### src/rtl/pc_seq_pkg.sv
// Shared types and constants for the fetch-stage PC sequencer.
package pc_seq_pkg;

  typedef enum logic {RUN = 1'b0, WAIT = 1'b1} pc_state_t;

  typedef enum logic [1:0] {
    SEL_HOLD   = 2'd0,
    SEL_PLUS4  = 2'd1,
    SEL_TARGET = 2'd2
  } pc_sel_t;

  localparam int unsigned INSN_BYTES = 4;
  localparam logic [1:0]  ALIGN_MASK = 2'b11;

endpackage

### src/rtl/pc_sequencer_pc_next_sel.sv
// Combinational next-PC mux: hold, +4, or target. A misaligned target becomes the trap vector.
module pc_next_sel
  import pc_seq_pkg::*;
#(
  parameter int unsigned    WIDTH   = 32,
  parameter logic [WIDTH-1:0] TRAP_PC = 32'h0000_0100
) (
  input  logic [WIDTH-1:0] pc,
  input  logic [WIDTH-1:0] target,
  input  pc_sel_t          sel,
  output logic [WIDTH-1:0] pc_next,
  output logic [WIDTH-1:0] pc_plus4,
  output logic             tgt_misaligned
);

  assign pc_plus4       = pc + WIDTH'(INSN_BYTES);
  assign tgt_misaligned = |(target[1:0] & ALIGN_MASK);

  always_comb begin
    pc_next = pc;
    case (sel)
      SEL_PLUS4:  pc_next = pc_plus4;
      SEL_TARGET: pc_next = tgt_misaligned ? TRAP_PC : target;
      default:    pc_next = pc;
    endcase
  end

endmodule

### src/rtl/pc_sequencer.sv
// Fetch PC sequencer: holds the PC while the registered branch-target adder settles, then redirects.
module pc_sequencer
  import pc_seq_pkg::*;
#(
  parameter int unsigned      WIDTH       = 32,
  parameter logic [WIDTH-1:0] RESET_PC    = 32'h0000_0000,
  parameter logic [WIDTH-1:0] TRAP_PC     = 32'h0000_0100,
  parameter int unsigned      TGT_LATENCY = 1
) (
  input  logic             clk,
  input  logic             reset,
  input  logic             stall,
  input  logic             branch_req,
  input  logic             branch_taken,
  input  logic [WIDTH-1:0] target_in,
  output logic [WIDTH-1:0] pc_out,
  output logic [WIDTH-1:0] pc_plus4,
  output logic             fetch_valid,
  output logic             busy,
  output logic             misaligned
);

  localparam int unsigned CW = $clog2(TGT_LATENCY + 1);

  pc_state_t        state, state_n;
  logic [CW-1:0]    cnt, cnt_n;
  logic [WIDTH-1:0] pc_q, pc_n;
  logic             mis_q, mis_n;
  logic             tgt_mis;
  pc_sel_t          sel;

  pc_next_sel #(.WIDTH(WIDTH), .TRAP_PC(TRAP_PC)) u_sel (
    .pc             (pc_q),
    .target         (target_in),
    .sel            (sel),
    .pc_next        (pc_n),
    .pc_plus4       (pc_plus4),
    .tgt_misaligned (tgt_mis)
  );

  always_comb begin
    state_n = state;
    cnt_n   = cnt;
    sel     = SEL_HOLD;
    mis_n   = 1'b0;
    case (state)
      RUN: begin
        if (branch_req && branch_taken) begin
          state_n = WAIT;
          cnt_n   = CW'(TGT_LATENCY);
        end else begin
          sel = SEL_PLUS4;
        end
      end
      WAIT: begin
        // branch_req is ignored here: decode is flushed while the target settles
        if (cnt == CW'(1)) begin
          sel     = SEL_TARGET;
          state_n = RUN;
          cnt_n   = '0;
          mis_n   = tgt_mis;
        end else begin
          cnt_n = cnt - CW'(1);
        end
      end
      default: state_n = RUN;
    endcase
  end

  always_ff @(posedge clk) begin
    if (reset) begin
      state <= RUN;
      cnt   <= '0;
      pc_q  <= RESET_PC;
      mis_q <= 1'b0;
    end else if (!stall) begin
      state <= state_n;
      cnt   <= cnt_n;
      pc_q  <= pc_n;
      mis_q <= mis_n;
    end
  end

  assign pc_out      = pc_q;
  assign busy        = (state == WAIT);
  assign misaligned  = mis_q;
  // Gated by reset so the first fetch at RESET_PC is valid as soon as reset drops.
  assign fetch_valid = (state == RUN) && !reset;

endmodule

### config.mk
export PLATFORM = sky130hd
export DESIGN_NAME = pc_sequencer
export DESIGN_NICKNAME = d
export VERILOG_FILES = /design/src/rtl/pc_seq_pkg.sv /design/src/rtl/pc_sequencer_pc_next_sel.sv /design/src/rtl/pc_sequencer.sv
export SDC_FILE = /design/constraint.sdc
export NUM_CORES = 1
export LEC_CHECK = 0
export CORE_ASPECT_RATIO = 0.9
export CORE_MARGIN = 3
export CORE_UTILIZATION = 37
export CTS_BUF_LIST = sky130_fd_sc_hd__clkbuf_4
export CTS_CLUSTER_DIAMETER = 40
export CTS_CLUSTER_SIZE = 10
export DETAILED_ROUTE_END_ITERATION = 16
export DONT_BUFFER_PORTS = 1
export GPL_TIMING_DRIVEN = 0
export PLACE_DENSITY_LB_ADDON = 0.1
export SYNTH_ARGS = -nofsm -noshare
export SYNTH_HDL_FRONTEND = slang
export SYNTH_SLANG_ARGS = --single-unit
### constraint.sdc
create_clock -name clk -period 2.2 [get_ports clk]
set_input_delay 0.22 -clock clk [delete_from_list [all_inputs] [get_ports clk]]
set_output_delay 0.22 -clock clk [all_outputs]
set_load 0.03 [all_outputs]
Word level (Yosys, flattened, before mapping):

Cells that the tools add are included.

* bitwise operators: 2
* reduce and logical (&&, ||, !) cells: 7
* eq/ne operators: 3
* multiplexer cells: 13
* add/subtract/negate cells: 2

Operators by type and width (count)
* one-hot mux 32 bit (2 select lines): 1
* adder 32 x 3 -> 32 bit (second input constant): 1
* two-way mux 32 bit: 1
* two-way mux 1 bit: 7
* one-hot mux 1 bit (2 select lines): 2
* one-hot mux 2 bit (2 select lines): 1
* AND reduction 2 bit: 2
* == test 2 x 1 -> 1 bit (second input constant): 1
* == test 2 bit (second input constant): 1
* logical AND 1 bit: 2
* two-way mux 2 bit: 1
* inequality test 2 bit (second input constant): 1
* inverter 1 bit: 2
* nonzero test 2 bit: 1
* OR reduction 2 bit: 1
* zero test 1 bit: 1
* subtractor 1 bit (second input constant): 1

* register bits: 35
* logic and storage cells: 31
* input port bits: 37
* output and inout bits: 67

Depth between registers and ports, before layout:

Gate-level depths: netlist of run 1.

* depth in word-level cells: 6
* mapped depth: 7
* depth with buffers taken out: 6

By module:

Synthesis of run 1 repeated with hierarchy kept, for this count alone.

* cell total of the unflattened synthesis: 368
* area total of the unflattened synthesis: 2895.3 sq um

Modules (own cells, without submodules)
* pc_next_sel: seq. area each 0.0 sq um, cells an instance 247, instances 1, area each 1615.3 sq um
* pc_sequencer: seq. area each 700.7 sq um, cells an instance 121, instances 1, area each 1280.0 sq um

Worst setup path after synthesis of run 1:

OpenSTA, ideal clock, no wires.

* path kind: register to register
* start point: register pc_q[2], in the netlist pc_out[2]
* end point: register pc_q[8], in the netlist pc_out[8]
* period minus slack after synthesis: 2339 ps
* buffers on the path: 1
* library setup time: 71 ps
* required time: 2129 ps
* stages on the path, launching flop included: 8
* arrival: 2268 ps
* path slack: -139 ps
* path through: dfxtp_1 ha_1 and3_1 clkbuf_1 nand3_1 xnor2_1 o221ai_1 a21oi_1

* longest elaborated chain between the ends: 2

Ends and longest elaborated chain
* start, declared: line pc_sequencer.sv:27 `logic [WIDTH-1:0] pc_q, pc_n;`
* start signal, assigned: line pc_sequencer.sv:79 `pc_q <= pc_n;`
* adder 32 x 3 -> 32 bit: line pc_sequencer_pc_next_sel.sv:16 `assign pc_plus4 = pc + WIDTH'(INSN_BYTES);`
* net pc_plus4[8]: line pc_sequencer.sv:17 `output logic [WIDTH-1:0] pc_plus4,`
* one-hot mux 32 bit (2 select lines): line pc_sequencer_pc_next_sel.sv:21 `case (sel)`

The timed path passes the listed nets, and every way through them passes these cells.
A chain may end at the register's enable or synchronous reset.

Worst setup path in the final report of run 1:

* start point: register pc_q[7], in the netlist pc_out[7]
* end point: output pc_plus4[14]

* longest elaborated chain between the ends: 1

Ends and longest elaborated chain (line)
* adder 32 x 3 -> 32 bit: pc_sequencer_pc_next_sel.sv:16
* end, declared: pc_sequencer.sv:17

No other way between the ends.

==> flow_metrics.tcl, run 1 <==
set metrics [dict create \
    grt_pass1_vias 2776 \
    ys_seq_elements 35 \
    yosys-top-cells-count "dfxtp_1, nor2_1, nand2_1, xnor2_1, nand3_1" \
    synthArstFlopShare_pct 0 \
    io_pins 104 \
    wire_per_inst_microns 21.4 \
    synth_cell_types 56 \
    holdWs_ps 50.5 \
    r2r_slack_ps 210 \
    wirelength_mm 9.84 \
    maxCapViolCount 0 \
    cp-start-kind "flip-flop" \
    slew_violations 0 \
    p_clk_share_pct 28.1 \
    rsz0062_at_grt "true" \
    cts_tree "yes" \
    start_util_pct 38.4 \
    place_inst 409 \
    dp_hpwl_mm 6.62 \
    drtPass1Iterations 4 \
    place_congestion 0.963 \
    cts_buffers 5 \
    fin_crit_ps 2300 \
    powerDensity_nw_per_um2 332 \
    syn_area_sq_um 2560 \
    violations "negative setup slack" \
    numPortBuffers 0 \
    areaGrowthSynthToFinish_pct 46.4 \
    syn-instance-count 319 \
    clock-sinks 35 \
    die_w_microns 93.6 \
    setup_violations 10 \
    synth_fp_nets 357 \
    finalCritPeriodShare_pct 104 \
    met3_usage_pct 6.21 \
    layout-drive-gt1-share_pct 43.4 \
    synthTopCellsByArea "dfxtp_1, xnor2_1, nor2_1" \
    synth_top_area_share_pct 27.4 \
    routed_via_density 5.99 \
    setup_ws_ps -97.6 \
    fillers 628 \
    yosysTopAreaCell "dfxtp_1" \
    crit_type "flip-flop to primary output" \
    rows 28 \
    die-area_sq_um 7950 \
    clock_skew_ps 9.37 \
    clkTransAtPathRegs_ps 110 \
    final_core_util_pct 56.2 \
    r2r_start "pc_out[4]" \
    clockRootBuffer "clkbuf_4" \
    crit_start "pc_out[7]" \
    yosys_warnings 0 \
    grt-busiest-layer "met2" \
    switching_share_pct 34.6 \
    grt_max_degree 11 \
    core_area_sq_um 6660 \
    syn_avg_cell_area_sq_um 8.02 \
    r2r_end "pc_out[7]" \
    crit_path_end_kind "primary output" \
    synth_ff_type "dfxtp_1" \
    hold_viol 0 \
    grtUsageMet2_pct 39.3 \
    endpoint "pc_plus4[14]" \
    p_int_mw 0.813 \
    ys_seq_area_share_pct 27.4 \
    hp-class "input port to flip-flop" \
    drt_iter0_drc 193 \
    final_nets 409 \
    total_leakage_power_nw 1.51 \
    die_y_microns 84.9 \
    vias 2760 \
    status "complete, but fails checks" \
    max_freq_mhz 435 \
    crit_fanout 7 \
    seqPwrFrac_pct 55.4 \
    layout.cells.non_filler 461 \
    antenna_found_initial 0 \
    cp_data_arrival_time_ps 2080 \
    drc 0 \
    synth-edff-count 0 \
    ff2ff_path_depth 6 \
    pwr-share-comb_pct 16.5 \
    switching_power_mw 0.430 \
    cts.path.max_buffers 2 \
    max-vdd-ir-drop_v 0.000186 \
    ant_nets 0 \
    clkLatencyLatePin_ps 350 \
    h-tree-depth 2 \
    grtUsageTotal_pct 25.5 \
    grt_pass1_wl_mm 15.6 \
    gr-total-overflow 0 \
    synth.most_common_cell "dfxtp_1" \
    met1_usage_pct 35.2 \
    worstMarginPinSlew_ps 779 \
    worst_ep_required_time_ps 1980 \
    antenna_cells 0 \
    slew_headroom_pct 47.7 \
]
what timing repair did:
action                                 4_1_cts  5_1_grt
pin swaps                                   25       15
endpoints found under the hold margin        3        1
setup endpoints to repair                   40       42
buffers inserted                            32       10
hold buffers                                 3        1
resized for setup                          126       17
metal layers:
metal	up-vias	share of wire [%]
met4	0	1.9
met2	131	47
met1	1327	42
li1	1285	-
met5	-	0
met3	17	9.3
flip-flops by register name, summed over array words and instances (netlist names):
register and count:
pc_out 32, misaligned 1, busy 1, cnt 1
placed cells by master (no fill, tap or decap), types with 4 or more instances in the layout:
master / count
a21oi_1: 13
a221oi_1: 6
a22oi_1: 7
a32oi_1: 6
and2_1: 6
and3_1: 4
buf_2: 7
buf_4: 36
buf_6: 13
clkbuf_1: 8
clkbuf_4: 5
dfxtp_1: 6
dfxtp_2: 6
dfxtp_4: 23
dlygate4sd3_1: 4
inv_1: 12
mux2i_1: 5
nand2_1: 17
nand3_1: 12
nand4_1: 9
nor2_1: 29
nor3_1: 8
nor4_4: 4
o21a_1: 4
o21ai_0: 11
o32ai_1: 6
xnor2_2: 7
xnor2_4: 12
power by group through the flow:
stage | Clock [mW] | Combinational (mW) | Sequential [mW]
2_1_floorplan | 0 | 0.138 | 0.710
3_3_place_gp | 0 | 0.176 | 0.716
3_5_place_dp | 0 | 0.179 | 0.716
4_1_cts | 0.363 | 0.198 | 0.687
5_1_grt | 0.397 | 0.219 | 0.694
6_report | 0.349 | 0.205 | 0.689
worst min-delay path by stage:
| stage | from | end | slack, ps | depth (start not counted) |
|---|---|---|---|---|
| after global placement | stall | misaligned | 370 | 2 |
| final | stall | busy | 50 | 3 |
| after floorplan | stall | misaligned | 360 | 2 |
| after detailed placement | branch_taken | busy | 380 | 2 |
| after CTS | branch_req | busy | 2 | 2 |
| after global routing | stall | busy | 30 | 3 |
critical path, stage by stage (launching register included):
cell     delay [ps]
dfxtp_4         470
nand4_4         180
buf_12          180
nor3_2          380
and3_2          290
xnor2_2         220
through the flow:
step	setup WS (ps)	TNS [ps]	area [sq um]	power (mW)
floorplan	12.0	0	2620	0.847
global placement	-363	-5820	2730	0.892
global route	-213	-2050	3740	1.31
detailed placement	-398	-6480	2730	0.895
CTS	-78.3	-632	3570	1.25
finish	-97.6	-404	3740	1.24
cell families (layout without fill, tap and decap cells):
family                     after synthesis  in the layout  share of synthesized area [%]
xor gates and xnor gates                28             28                           9.59
muxes                                    5              5                           1.96
buffers and inverters                   40             92                           6.90
AOI/OAI and AO/OA                       78             78                           22.5
and+or+nand+nor                        132            132                           31.2
adders and majority gates                1              1                          0.489
DFF                                     35             35                           27.4
layout make-up:
class	count	area, sq um	share of cell area, %
clock inverters	2	8.76	0.234
multi-input cells	244	2180	58.3
flip-flops and latches	35	795	21.2
repair buffers	46	394	10.5
plain buffers	26	163	4.34
inverters	13	52.6	1.40
clock buffers	5	37.5	1.00
well taps	90	113	3.01
Power figures use the tool's default switching activity.
==> run 2: changes to the inputs <==
Settings changed: CELL_PAD_IN_SITES_DETAIL_PLACEMENT from default to 1, CELL_PAD_IN_SITES_GLOBAL_PLACEMENT from default to 2, CORE_UTILIZATION 37 to 32.
Clock period 2.2 ns to 2.1 ns, I/O delays scaled along.
==> run 2 against run 1 <==
Against the previous run:
- the flow still finishes with violations (negative setup slack)
- critical path depth stayed put
- sequential power is 4.9% higher
- clock power is 12% higher
- via count is 3.2% higher
- total power is 7.7% higher
- critical path type unchanged
- largest cell class unchanged
- highest routed layer unchanged
==> flow_metrics.tcl, run 2 (synthesis gave the netlist of run 1 again) <==
set metrics [dict create \
    hold_viol 0 \
    worst_ep_required_time_ps 1890 \
    status "complete, but fails checks" \
    drt_iter0_drc 192 \
    wirelength_mm 11.5 \
    maxCapViolCount 0 \
    hp-class "input port to flip-flop" \
    wire_per_inst_microns 24.5 \
    cts_tree "yes" \
    p_clk_share_pct 29.3 \
    antenna_cells 0 \
    seqPwrFrac_pct 54.0 \
    fin_crit_ps 2350 \
    vias 2847 \
    slew_violations 0 \
    grt_pass1_wl_mm 17.4 \
    clock-sinks 35 \
    rsz0062_at_grt "true" \
    crit_buf_inv 1 \
    total_leakage_power_nw 1.58 \
    seq_area_sq_um 797 \
    multi_input_area_sq_um 2240 \
    die-area_sq_um 9100 \
    areaGrowthSynthToFinish_pct 51.0 \
    crit_path_end_kind "primary output" \
    switching_power_mw 0.468 \
    final_cell_mix "buf_4, nor2_1, dfxtp_4, nand2_1" \
    h-tree-depth 2 \
    max_freq_mhz 426 \
    grtUsageTotal_pct 24.6 \
    max-vdd-ir-drop_v 0.000174 \
    pwr-share-comb_pct 16.7 \
    power_mw 1.34 \
    layout-drive-gt1-share_pct 44.8 \
    rows 30 \
    antenna_found_initial 0 \
    finalCritPeriodShare_pct 112 \
    clkTransAtPathRegs_ps 120 \
    powerDensity_nw_per_um2 347 \
    crit_fanout 8 \
    mostFrequentLayoutCell "buf_4" \
    place_congestion 0.796 \
    cts.path.max_buffers 2 \
    slew_headroom_pct 47.1 \
    setup_violations 18 \
    violations "negative setup slack" \
    clockRootBuffer "clkbuf_4" \
    fillers 880 \
    largest_reg_flops 32 \
    worstMarginPinSlew_ps 789 \
    final_nets 412 \
    die_w_microns 100 \
    grt_max_degree 11 \
    numPortBuffers 0 \
    cp_data_arrival_time_ps 2140 \
    cp-start-kind "flip-flop" \
    drc 0 \
    io_pins 104 \
    fin_area_sq_um 3860 \
    r2r_slack_ps 70 \
    routed_via_density 6.04 \
    switching_share_pct 34.9 \
    ant_nets 0 \
    gr-total-overflow 0 \
    start_util_pct 33.4 \
    placed_area_sq_um 2780 \
    dp_hpwl_mm 7.47 \
    cp_slowest_cell "dfxtp_2" \
    p_int_mw 0.871 \
    grt_pass1_vias 2920 \
    max_stage_delay_ps 540 \
    critPathTopFamily "simple AND/OR/NAND/NOR gates" \
    crit_type "flip-flop to primary output" \
    clkLatencyLatePin_ps 350 \
    drtPass1Iterations 4 \
    cts_buffers 5 \
    setup_ws_ps -246 \
    core_area_sq_um 7660 \
    timing.critical_path.cells "nand4_1 -> buf_4 -> nor4_4 -> nand3_2 -> xnor2_4" \
    die_y_microns 90.8 \
    clock_skew_ps 5.94 \
]
-- run 2: power groups by stage --
stage | sequential, mW | clock [mW] | combinational (mW)
floorplan | 0.744 | 0 | 0.144
global placement | 0.752 | 0 | 0.191
detailed placement | 0.753 | 0 | 0.194
CTS | 0.722 | 0.409 | 0.219
global route | 0.727 | 0.423 | 0.241
finish | 0.723 | 0.392 | 0.224
-- run 2: area by class of cell --
class / count / area share [%]
Multi-Input combinational cell: 244 / 58.0
Sequential cell: 35 / 20.6
Timing Repair Buffer: 49 / 10.9
Buffer: 26 / 4.57
Tap cell: 96 / 3.11
Inverter: 13 / 1.36
Clock buffer: 6 / 1.17
Clock inverter: 2 / 0.194
-- run 2: path summary, 6_finish.rpt --
check / from / endpoint / cells after the start
hold / removal: target_in[25] / pc_out[25] / 2
hold reg to reg: pc_out[8] / pc_out[8] / 2
setup / recovery: pc_out[17] / pc_plus4[26] / 5
setup reg to reg: pc_out[17] / pc_out[28] / 7
-- run 2: what timing repair did --
action                     4_1_cts  5_1_grt
hold buffers                     3        0
buffers inserted                32       15
pin swaps                       28       18
resized for setup              129       24
hold endpoints to repair         2        0
setup endpoints to repair       55       28
cloned                           0        0
-- run 2: routing by layer --
layer  wire length, microns  vias up  GRT usage, %
li1                       -     1298             -
met1                   5020     1422          34.3
met2                   5550      113          39.1
met3                    830       14          5.56
met4                    135        0          4.60
met5                      0        -             0
-- run 2: per-stage QoR --
stage                     TNS [ps]  std cells  util, %  worst slack, ps  hold WS, ps
after CTS                    -1820        457     47.7             -204         6.54
final                        -2050        471     50.4             -246         18.4
after global placement       -6870        415     36.3             -364          362
after global routing         -3660        471     50.4             -329         34.0
after floorplan              -10.3        319        -            -10.3          355
after detailed placement     -7760        415     36.3             -373          369
==> run 3: changes to the inputs <==
Settings changed: ABC_AREA from default to 1, CORE_UTILIZATION 32 to 29, GPL_ROUTABILITY_DRIVEN from default to 1, SLEW_MARGIN from default to 20.
==> run 3 against run 2 <==
Against the previous run:
- the run still ends with negative setup slack left
- final cell count is 5.7% higher
- sequential cell count stayed put
- global-route usage is 5.5 points lower
- critical path depth is 2 higher
==> flow_metrics.tcl, run 3 <==
set metrics [dict create \
    status "complete, but fails checks" \
    violations "negative setup slack" \
    wirelength_mm 8.89 \
    synth-edff-count 0 \
    ys_seq_area_share_pct 29.7 \
    synth_top_area_share_pct 29.7 \
    clkLatencyLatePin_ps 350 \
    die_w_microns 101 \
    die_y_microns 91.5 \
    max-vdd-ir-drop_v 0.000189 \
    syn_area_sq_um 2360 \
    critPathTopFamily "buffers and inverters" \
    setup_violations 12 \
    ant_nets 0 \
    worst_ep_required_time_ps 1890 \
    crit_buf_inv 3 \
    clockRootBuffer "clkbuf_4" \
    cts.path.max_buffers 2 \
    yosys_warnings 0 \
    synth_fp_nets 413 \
    clock_skew_ps 19.1 \
    max_freq_mhz 449 \
    holdWs_ps 10.4 \
    ys_seq_elements 35 \
    cts_buffers 5 \
    max_stage_delay_ps 460 \
    synth.most_common_cell "nand2_1" \
    cts_tree "yes" \
    dp_hpwl_mm 6.65 \
    synthTopCellsByArea "dfxtp_1, nand2_1, a21oi_1" \
    rsz0062_at_grt "true" \
    routed_via_density 5.10 \
    hold_viol 0 \
    fillers 978 \
    crit_path_end_kind "primary output" \
    crit_fanout 5 \
    wire_per_inst_microns 17.8 \
    synth_ff_type "dfxtp_1" \
    hp-class "input port to flip-flop" \
    layout-drive-gt1-share_pct 33.1 \
    rows 30 \
    synth_cell_types 23 \
    core_area_sq_um 7730 \
    vias 2542 \
    areaGrowthSynthToFinish_pct 36.7 \
    clock-sinks 35 \
    numPortBuffers 0 \
    hp-start "branch_taken" \
    die-area_sq_um 9250 \
    io_pins 104 \
    worstMarginPinSlew_ps 693 \
    place_ws_ps -314 \
    antenna_found_initial 0 \
    maxCapViolCount 0 \
    powerDensity_nw_per_um2 547 \
    hold_path_end "busy" \
    path_common_cell "nor2_4" \
    setup_ws_ps -128 \
    clkTransAtPathRegs_ps 130 \
    ff2ff_path_depth 8 \
    syn-instance-count 375 \
    synthArstFlopShare_pct 0 \
    final_nets 439 \
    drc 0 \
    drtPass1Iterations 4 \
    slew_headroom_pct 53.7 \
    gr-total-overflow 0 \
    start_util_pct 30.5 \
    drt_iter0_drc 71 \
    finalCritPeriodShare_pct 106 \
    timing.critical_path.cells "clkinvlp_4 -> nor2_4 -> buf_4 -> nand2_4 -> nor2_4 -> buf_12 -> xor2_4" \
    r2r_slack_ps 150 \
    grt_max_degree 11 \
    h-tree-depth 2 \
    yosysTopAreaCell "dfxtp_1" \
    syn_avg_cell_area_sq_um 6.29 \
    grt_pass1_vias 2581 \
    crit_type "flip-flop to primary output" \
    final_cell_mix "nand2_1, a21oi_1, o21ai_0, nor2_1, inv_1" \
    r2r_end "pc_out[17]" \
    grtUsageTotal_pct 19.1 \
    total_leakage_power_nw 1.26 \
    r2r_start "pc_out[2]" \
    cp-start-kind "flip-flop" \
    slew_violations 0 \
    yosys-top-cells-count "nand2_1, a21oi_1, dfxtp_1, nor2_1, o21ai_0" \
    largest_reg_flops 32 \
    hold_depth 2 \
    grt_pass1_wl_mm 13.9 \
    fin_crit_ps 2230 \
    power_mw 1.76 \
    antenna_cells 0 \
    mostFrequentLayoutCell "nand2_1" \
    cp_slowest_cell "dfxtp_4" \
    cp_data_arrival_time_ps 2020 \
    place_congestion 0.803 \
]
## run 3: changes by cell type after synthesis, sizes merged, moves of 7 or more
cell and change:
nor3 -12, o21ai +20, nand3 -7, a22oi -7, nand2 +103, a21oi +42
nor4 -7, nand4 -12, xnor2 -17, and3 -9, nor2 +12, inv +15
and4 -7, buf -7
## run 3: cell families after synthesis
family,share of synthesized area [%]
simple gates,35.6
buf+inv,7.70
compound gates,19.3
fa+ha+maj,0.531
xor+xnor,7.17
flops,29.7
## run 3: worst reg2reg max path: stages, from the launching register on
cell	delay, ps
dfxtp_4	460
clkinvlp_4	250
nor2_4	200
nand2_4	90
nor2_4	200
buf_12	130
xor2_4	280
nand2_1	110
a21oi_1	140
## run 3: how the worst max path moves through the flow
stage / endpoint / cells after the start / slack, ps / startpoint
after floorplan: pc_out[12] / 8 / 30 / pc_out[3]
after global placement: pc_out[12] / 8 / -280 / pc_out[3]
after detailed placement: pc_out[16] / 8 / -310 / pc_out[3]
after CTS: pc_plus4[17] / 6 / -150 / pc_out[2]
after global routing: pc_plus4[15] / 7 / -230 / pc_out[2]
final: pc_plus4[15] / 7 / -130 / pc_out[2]
## run 3: report_power, final
part / leakage [nW] / internal (mW) / switching [mW]
logic: 0.918 / 0.132 / 0.284
clock network: 0.0361 / 0.157 / 0.260
registers: 0.304 / 0.721 / 0.207
total: 1.26 / 1.01 / 0.751
## run 3: area by class of cell
class | instances | area, sq um | share of cell area (%)
clock inverters | 1 | 5.00 | 0.155
flip-flops and latches | 35 | 782 | 24.3
plain buffers | 16 | 78.8 | 2.45
repair buffers | 19 | 205 | 6.37
inverters | 28 | 109 | 3.38
multi-input cells | 296 | 1870 | 58.0
clock buffers | 7 | 52.6 | 1.63
well taps | 96 | 120 | 3.73
## run 3: metrics by stage
stage | instance area [sq um] | setup TNS [ps] | std cells | utilization (%)
2_1_floorplan | 2360 | 0 | 375 | -
3_3_place_gp | 2480 | -2050 | 471 | 32.0
3_5_place_dp | 2480 | -2960 | 471 | 32.0
4_1_cts | 3000 | -698 | 490 | 38.8
5_1_grt | 3220 | -2030 | 498 | 41.7
6_report | 3220 | -880 | 498 | 41.7
## run 3: metal layers
metal  GRT usage, %  routed length, microns
met1           26.3                    4030
met3           5.22                     607
met2           30.3                    4210
met5              0                       0
met4           2.99                      42
## run 3: timing repair
item	4_1_cts	5_1_grt
hold buffers	3	1
setup endpoints to repair	50	51
pin swaps	12	23
gates resized for setup	89	44
endpoints found under the hold margin	2	1
setup buffers	8	7
